$ cat src/rtl/mux_81_rr_arbiter_pkg.sv
// Shared types and pick helpers for the round-robin 8:1 mux arbiter.
package mux81_pkg;

    localparam int N_REQ = 8;
    localparam int SEL_W = 3;

    typedef enum logic {
        IDLE = 1'b0,
        HOLD = 1'b1
    } state_t;

    typedef struct packed {
        logic             found;
        logic [SEL_W-1:0] idx;
    } pick_t;

    function automatic logic [N_REQ-1:0] onehot8(input logic [SEL_W-1:0] sel);
        logic [N_REQ-1:0] v;
        v      = '0;
        v[sel] = 1'b1;
        return v;
    endfunction

    // First set request at or after ptr, wrapping 7->0; idx is 0 when nothing is found.
    function automatic pick_t rr_pick(input logic [N_REQ-1:0] req,
                                      input logic [SEL_W-1:0] ptr);
        pick_t            p;
        logic [SEL_W-1:0] cand;
        p = '0;
        for (int i = 0; i < N_REQ; i++) begin
            cand = ptr + SEL_W'(i);
            if (!p.found && req[cand]) begin
                p.found = 1'b1;
                p.idx   = cand;
            end
        end
        return p;
    endfunction

endpackage

$ cat src/rtl/mux_81_rr_arbiter_if.sv
// Requester/consumer bundle of the round-robin 8:1 mux arbiter.
interface mux_81_rr_arbiter_if #(
    parameter int WIDTH = 16
);
    import mux81_pkg::*;

    logic [N_REQ-1:0] req;
    logic [WIDTH-1:0] a, b, c, d, e, f, g, h;
    logic [WIDTH-1:0] y;
    logic             y_valid;
    logic             y_ready;
    logic [N_REQ-1:0] grant;
    logic [N_REQ-1:0] ack;
    logic             s2, s1, s0;

    modport master (
        input  req, a, b, c, d, e, f, g, h, y_ready,
        output y, y_valid, grant, ack, s2, s1, s0
    );

    modport slave (
        output req, a, b, c, d, e, f, g, h, y_ready,
        input  y, y_valid, grant, ack, s2, s1, s0
    );

endinterface

$ cat src/rtl/mux_81_rr_arbiter_mux.sv
// Gate-level 8:1 mux, WIDTH bits wide, select {s2,s1,s0}: 0 picks a ... 7 picks h.
module mux_81_16bit_gatelevel #(
    parameter int WIDTH = 16
) (
    input  logic [WIDTH-1:0] a,
    input  logic [WIDTH-1:0] b,
    input  logic [WIDTH-1:0] c,
    input  logic [WIDTH-1:0] d,
    input  logic [WIDTH-1:0] e,
    input  logic [WIDTH-1:0] f,
    input  logic [WIDTH-1:0] g,
    input  logic [WIDTH-1:0] h,
    input  logic             s2,
    input  logic             s1,
    input  logic             s0,
    output logic [WIDTH-1:0] y
);

    wire n2, n1, n0;
    wire [7:0] dec;

    not u_n2 (n2, s2);
    not u_n1 (n1, s1);
    not u_n0 (n0, s0);

    and u_d0 (dec[0], n2, n1, n0);
    and u_d1 (dec[1], n2, n1, s0);
    and u_d2 (dec[2], n2, s1, n0);
    and u_d3 (dec[3], n2, s1, s0);
    and u_d4 (dec[4], s2, n1, n0);
    and u_d5 (dec[5], s2, n1, s0);
    and u_d6 (dec[6], s2, s1, n0);
    and u_d7 (dec[7], s2, s1, s0);

    for (genvar i = 0; i < WIDTH; i++) begin : g_bit
        wire [7:0] t;
        and u_t0 (t[0], a[i], dec[0]);
        and u_t1 (t[1], b[i], dec[1]);
        and u_t2 (t[2], c[i], dec[2]);
        and u_t3 (t[3], d[i], dec[3]);
        and u_t4 (t[4], e[i], dec[4]);
        and u_t5 (t[5], f[i], dec[5]);
        and u_t6 (t[6], g[i], dec[6]);
        and u_t7 (t[7], h[i], dec[7]);
        or  u_o   (y[i], t[0], t[1], t[2], t[3], t[4], t[5], t[6], t[7]);
    end

endmodule

$ cat src/rtl/mux_81_rr_arbiter.sv
// Round-robin arbiter sharing one 8:1 mux among 8 requesters, registered valid/ready output.
// Optional MUX81_ARB_BURST_EN lets an owner keep the grant for up to BURST_LEN words.
module mux_81_rr_arbiter
    import mux81_pkg::*;
#(
    parameter int WIDTH     = 16,
    parameter int BURST_LEN = 4
) (
    input  logic                clk,
    input  logic                rst_n,
    mux_81_rr_arbiter_if.master bus
);

    // The burst counter is 3 bits wide.
    if (BURST_LEN < 1 || BURST_LEN > 7) begin : g_burst_len_check
        $error("BURST_LEN must be in 1..7");
    end

    state_t           state_q, state_d;
    logic [SEL_W-1:0] ptr_q, ptr_d;
    logic [SEL_W-1:0] owner_q, owner_d;
    logic [N_REQ-1:0] grant_q, grant_d;
    logic [WIDTH-1:0] y_q, y_d;
    logic [WIDTH-1:0] mux_out;
    logic [SEL_W-1:0] sel;
    logic [SEL_W-1:0] pick_base;
    pick_t            pick;
    logic             hs;
    logic             load;
    logic             keep;
    logic             y_valid;

`ifdef MUX81_ARB_BURST_EN
    logic [2:0] cnt_q, cnt_d;

    assign keep = hs && bus.req[owner_q] && (cnt_q < 3'(BURST_LEN));

    always_comb begin
        cnt_d = cnt_q;
        if (load) begin
            cnt_d = keep ? cnt_q + 3'd1 : 3'd1;
        end
    end

    always_ff @(posedge clk or negedge rst_n) begin
        if (!rst_n) begin
            cnt_q <= '0;
        end else begin
            cnt_q <= cnt_d;
        end
    end
`else
    assign keep = 1'b0;
`endif

    assign y_valid = (state_q == HOLD);
    assign hs      = y_valid && bus.y_ready;

    // On a handshake the scan restarts just past the current owner.
    assign pick_base = hs ? owner_q + 3'd1 : ptr_q;
    assign pick      = rr_pick(bus.req, pick_base);

    always_comb begin
        sel       = pick.idx;
        load      = 1'b0;
        state_d   = state_q;
        ptr_d     = ptr_q;
        owner_d   = owner_q;
        grant_d   = grant_q;
        y_d       = y_q;

        if (y_valid && !hs) begin
            sel = owner_q;
        end else if (keep) begin
            sel = owner_q;
        end

        if (hs && !keep) begin
            ptr_d = owner_q + 3'd1;
        end

        load = (!y_valid || hs) && (keep || pick.found);

        if (load) begin
            y_d     = mux_out;
            owner_d = sel;
            grant_d = onehot8(sel);
            state_d = HOLD;
        end else if (hs) begin
            grant_d = '0;
            state_d = IDLE;
        end
    end

    always_ff @(posedge clk or negedge rst_n) begin
        if (!rst_n) begin
            state_q <= IDLE;
            ptr_q   <= '0;
            owner_q <= '0;
            grant_q <= '0;
            y_q     <= '0;
        end else begin
            state_q <= state_d;
            ptr_q   <= ptr_d;
            owner_q <= owner_d;
            grant_q <= grant_d;
            y_q     <= y_d;
        end
    end

    mux_81_16bit_gatelevel #(
        .WIDTH(WIDTH)
    ) u_mux (
        .a (bus.a),
        .b (bus.b),
        .c (bus.c),
        .d (bus.d),
        .e (bus.e),
        .f (bus.f),
        .g (bus.g),
        .h (bus.h),
        .s2(sel[2]),
        .s1(sel[1]),
        .s0(sel[0]),
        .y (mux_out)
    );

    assign bus.y       = y_q;
    assign bus.y_valid = y_valid;
    assign bus.grant   = grant_q;
    assign bus.ack     = grant_q & {N_REQ{hs}};
    assign bus.s2      = sel[2];
    assign bus.s1      = sel[1];
    assign bus.s0      = sel[0];

endmodule

$ cat src/flat_wrapper.sv
// flat-port wrapper written by rule: the top's interface ports become plain ports
module mux_81_rr_arbiter_flat import mux81_pkg::*;
#(
    parameter int WIDTH     = 16,
    parameter int BURST_LEN = 4
)
  (clk, rst_n, bus_req, bus_a, bus_b, bus_c, bus_d, bus_e, bus_f, bus_g, bus_h, bus_y_ready, bus_y, bus_y_valid, bus_grant, bus_ack, bus_s2, bus_s1, bus_s0);
  mux_81_rr_arbiter_if #(.WIDTH(WIDTH)) bus_i ();
  input  logic clk;
  input  logic rst_n;
  input wire logic [$bits(bus_i.req)-1:0] bus_req;
  input wire logic [$bits(bus_i.a)-1:0] bus_a;
  input wire logic [$bits(bus_i.b)-1:0] bus_b;
  input wire logic [$bits(bus_i.c)-1:0] bus_c;
  input wire logic [$bits(bus_i.d)-1:0] bus_d;
  input wire logic [$bits(bus_i.e)-1:0] bus_e;
  input wire logic [$bits(bus_i.f)-1:0] bus_f;
  input wire logic [$bits(bus_i.g)-1:0] bus_g;
  input wire logic [$bits(bus_i.h)-1:0] bus_h;
  input wire logic [$bits(bus_i.y_ready)-1:0] bus_y_ready;
  output wire logic [$bits(bus_i.y)-1:0] bus_y;
  output wire logic [$bits(bus_i.y_valid)-1:0] bus_y_valid;
  output wire logic [$bits(bus_i.grant)-1:0] bus_grant;
  output wire logic [$bits(bus_i.ack)-1:0] bus_ack;
  output wire logic [$bits(bus_i.s2)-1:0] bus_s2;
  output wire logic [$bits(bus_i.s1)-1:0] bus_s1;
  output wire logic [$bits(bus_i.s0)-1:0] bus_s0;
  assign bus_i.req = bus_req;
  assign bus_i.a = bus_a;
  assign bus_i.b = bus_b;
  assign bus_i.c = bus_c;
  assign bus_i.d = bus_d;
  assign bus_i.e = bus_e;
  assign bus_i.f = bus_f;
  assign bus_i.g = bus_g;
  assign bus_i.h = bus_h;
  assign bus_i.y_ready = bus_y_ready;
  assign bus_y = bus_i.y;
  assign bus_y_valid = bus_i.y_valid;
  assign bus_grant = bus_i.grant;
  assign bus_ack = bus_i.ack;
  assign bus_s2 = bus_i.s2;
  assign bus_s1 = bus_i.s1;
  assign bus_s0 = bus_i.s0;
  mux_81_rr_arbiter #(.WIDTH(WIDTH), .BURST_LEN(BURST_LEN)) u_core (.clk(clk), .rst_n(rst_n), .bus(bus_i));
endmodule
$ cat config.mk
export PLATFORM = sky130hd
export DESIGN_NAME = mux_81_rr_arbiter_flat
export DESIGN_NICKNAME = d
export VERILOG_FILES = /design/src/rtl/mux_81_rr_arbiter_pkg.sv /design/src/rtl/mux_81_rr_arbiter_if.sv /design/src/rtl/mux_81_rr_arbiter_mux.sv /design/src/rtl/mux_81_rr_arbiter.sv /design/src/flat_wrapper.sv
export SDC_FILE = /design/constraint.sdc
export NUM_CORES = 1
export LEC_CHECK = 0
export BUFFER_PORTS_ARGS = -buffer_cell sky130_fd_sc_hd__buf_4
export CELL_PAD_IN_SITES_DETAIL_PLACEMENT = 1
export CELL_PAD_IN_SITES_GLOBAL_PLACEMENT = 1
export CORE_MARGIN = 4
export CORE_UTILIZATION = 35
export CTS_CLUSTER_DIAMETER = 60
export DETAILED_ROUTE_END_ITERATION = 8
export GPL_ROUTABILITY_DRIVEN = 0
export PLACE_DENSITY_LB_ADDON = 0.1
export SYNTH_ARGS = -nofsm -noshare
export SYNTH_HDL_FRONTEND = slang
export SYNTH_SLANG_ARGS = --single-unit
$ cat constraint.sdc
create_clock -name clk -period 7.5 [get_ports clk]
set_input_delay 1.5 -clock clk [delete_from_list [all_inputs] [get_ports clk]]
set_output_delay 1.5 -clock clk [all_outputs]
set_load 0.01 [all_outputs]
==> results.txt <==
Outcome - finished, final reports clean
Post-synthesis cell count - 389
CTS Root Buffer Type - clkbuf_8
Antenna diode instance count - 0
Data arrival, critical path - 5.23 ns
Cell type with the highest aggregate area in the netlist - dfrtp_1
RSZ-0062 raised after global routing - no
Full die area - 11330 sq um
Residual DRC - 0
Synthesized flop and latch total - 31
Fin crit share - 89.80%
Hold Path Class - reg2reg
Leading cell types in the layout, fill and taps excluded - 178 x buf_4, 31 x nor2_1, 31 x dfrtp_1
Fin Setup TNS - 0 ns
Largest net degree at the start of global routing - 37
Cell area power density - 526.9 nW/um^2
Dominant cell type by count on the critical path - buf_4
Drt wl/cell - 21.70 um
Share of the yosys chip area belonging to registers - 22.87%
Floorplan die width - 106.4 um
Max-cap check violation count - 0
Vias per cell - 5.947
Peak fanout along the critical path - 17
Net count after synthesis - 531
Via Count - 4014
Mapped cell area - 3392 sq um
Number of antenna violations at the first check in global routing - 0
Largest incremental delay on the critical path - 0.80 ns
Peak ir drop on the vdd network - 0.0002366 V
Highest attainable clock frequency - 148.5 MHz
Number of non-filler instances in the completed layout - 675
Total instance count after detailed placement - 667
Hold bufs inserted after CTS - 0
Number of buffers created by CTS - 5
Initial standard-cell utilization of the core - 36.36%
Cell with the largest stage delay on the worst path - o31ai_1
Ys async rst share - 100.0%
Leading cell type in the layout, fill and taps excluded - buf_4
Htree depth - 2
Setup Viol. Count Final - 0
Global-route total usage across every layer - 24.72%
Layout Area Growth over Synthesis - 41.76%
Endpoint class of the critical path - primary output
Tightest hold margin - 0.5109 ns
Leading cell types by total area after synthesis - dfrtp_1 23%, mux2_2 7.0%, a221oi_1 4.1%
Critical path data required time - 6.00 ns
Synth Flop Type - dfrtp_1
Yosys synthesis warning count - 0
Number of flops mapped to enable cells by yosys - 0
Final WL - 14650 um
Critical Path Source Type - input port
Detail Placement HPWL - 11820 um
Clk_lat worst skew - 0.29 ns
Least-Margin Pin Slew - 1.097 ns
Clk buf depth - 2
Share of Yosys cell area claimed by the top area cell type - 22.87%
Global-route wire length before repair - 22350 um
Yosys cell types - 75
Minimum period implied by the final worst setup slack - 6.735 ns
Worst relative slew slack - 26.78%
Clock Skew - 0.008356 ns
Mean post-synth cell area - 8.720 sq um
Drt pass-1 iters - 5
Fraction of layout cells with a size suffix above 1 - 43.22%
Post-route antenna net violation count - 0
Die extent in y - 106.4 um
Hold violation count in the final report - 0
Number of buffer cells added on primary ports - 174
Final net count - 687
Remaining Overflow, GRT - 0
Number of setup buffers added after CTS - 0
TritonCTS clock tree - yes
Cell Chain, Critical Path - buf_4 > nand2_2 > a21o_4 > clkinv_4 > ha_1 > inv_1 > nor3_1 > o31ai_1 > or3_1 > o221ai_1 > a211oi_1 > o21a_1 > buf_4 > inv_4 > buf_4
Number of global-route vias before repair - 4196
Area of the core region - 9328 sq um
Clock edge transition at the registers on the reported setup and hold paths - 0.06 ns
Number of ports placed on the die boundary - 175
Leak pwr - 2.183 nW
Pins over their slew limit - 0
Worst setup path category - in2out
DR iter-0 viols - 274
Row count - 35
Clock sink total - 31
Number of gates resized after CTS - 0
==> layout make-up <==
type | instances | area (sq um)
fillers | 1145 | 4519
flip-flops and latches | 31 | 775.7
multi-input cells | 321 | 2377
clock inverters | 2 | 35.03
repair buffers | 178 | 1336
clock buffers | 6 | 82.58
well taps | 129 | 161.4
inverters | 8 | 40.04
==> cells in the mapped netlist (8+ instances only) <==
cell,number
nand2_1,24
mux2_2,21
a22oi_1,8
mux2i_1,14
dfrtp_1,31
and2_1,9
nor2_1,32
o22a_1,8
nand3_1,14
nor3_1,12
a31oi_1,8
buf_2,8
a221oi_1,16
and3_1,17
clkbuf_1,9
o21ai_0,9
a21o_1,8
a21oi_1,13
==> cell families after synthesis <==
group	share of synthesized area [%]
simple gates	21.32
compound gates	30.91
mux	14.86
buf+inv	7.119
flops	22.87
xor+xnor	1.807
fa+ha+maj	1.107
==> sequential cells by signal, indices dropped and copies added, names as in the netlist <==
register and flops:
u_core.bus.grant 8, u_core.bus.y 16, u_core.bus.y_valid 1, u_core.owner_q 3
u_core.ptr_q 3
==> where the power goes <==
part	switching (mW)	internal, mW	total, mW
registers	0.0510	0.243	0.294
clock network	0.0673	0.108	0.175
logic	1.23	0.840	2.07
==> critical path: cells and delay by family <==
family	cells	cell delay, ns
fa+ha+maj	1	0.40
buf+inv	6	1.10
compound gates	5	1.71
simple gates	3	0.49
==> metal layers <==
layer	global-route usage, %	up-vias	part of all wire, %
met5	0	-	0
li1	-	1852	-
met1	31.93	1950	41
met2	41.67	185	50
met3	5.647	27	7.1
met4	6.393	0	2.0
==> worst paths after layout <==
check	start	slack [ns]	cells past startpoint	endpoint
setup reg to reg	u_core.bus.y_valid	1.93	15	u_core.bus.y[13]
hold / removal	u_core.bus.y[14]	0.51	1	u_core.bus.y[14]
min in group asynchronous	rst_n	1.15	1	u_core.bus.grant[6]
setup / recovery	bus_y_ready	0.77	15	bus_s1
hold reg to reg	u_core.bus.y[14]	0.51	1	u_core.bus.y[14]
max in group asynchronous	rst_n	6.04	1	u_core.bus.y[11]
==> through the flow <==
step           utilization (%)  total power, mW  setup WS, ns  area [sq um]
6_report                 51.55            2.534        0.7653          4808
5_1_grt                  51.55            2.719        0.4638          4808
4_1_cts                  51.55            2.524        0.8111          4808
3_5_place_dp             50.29            2.343        0.8176          4691
3_3_place_gp             50.29            2.292        0.9854          4691
2_1_floorplan                -            1.820         1.473          3392
Note: power is estimated with default switching activity, not from simulation.
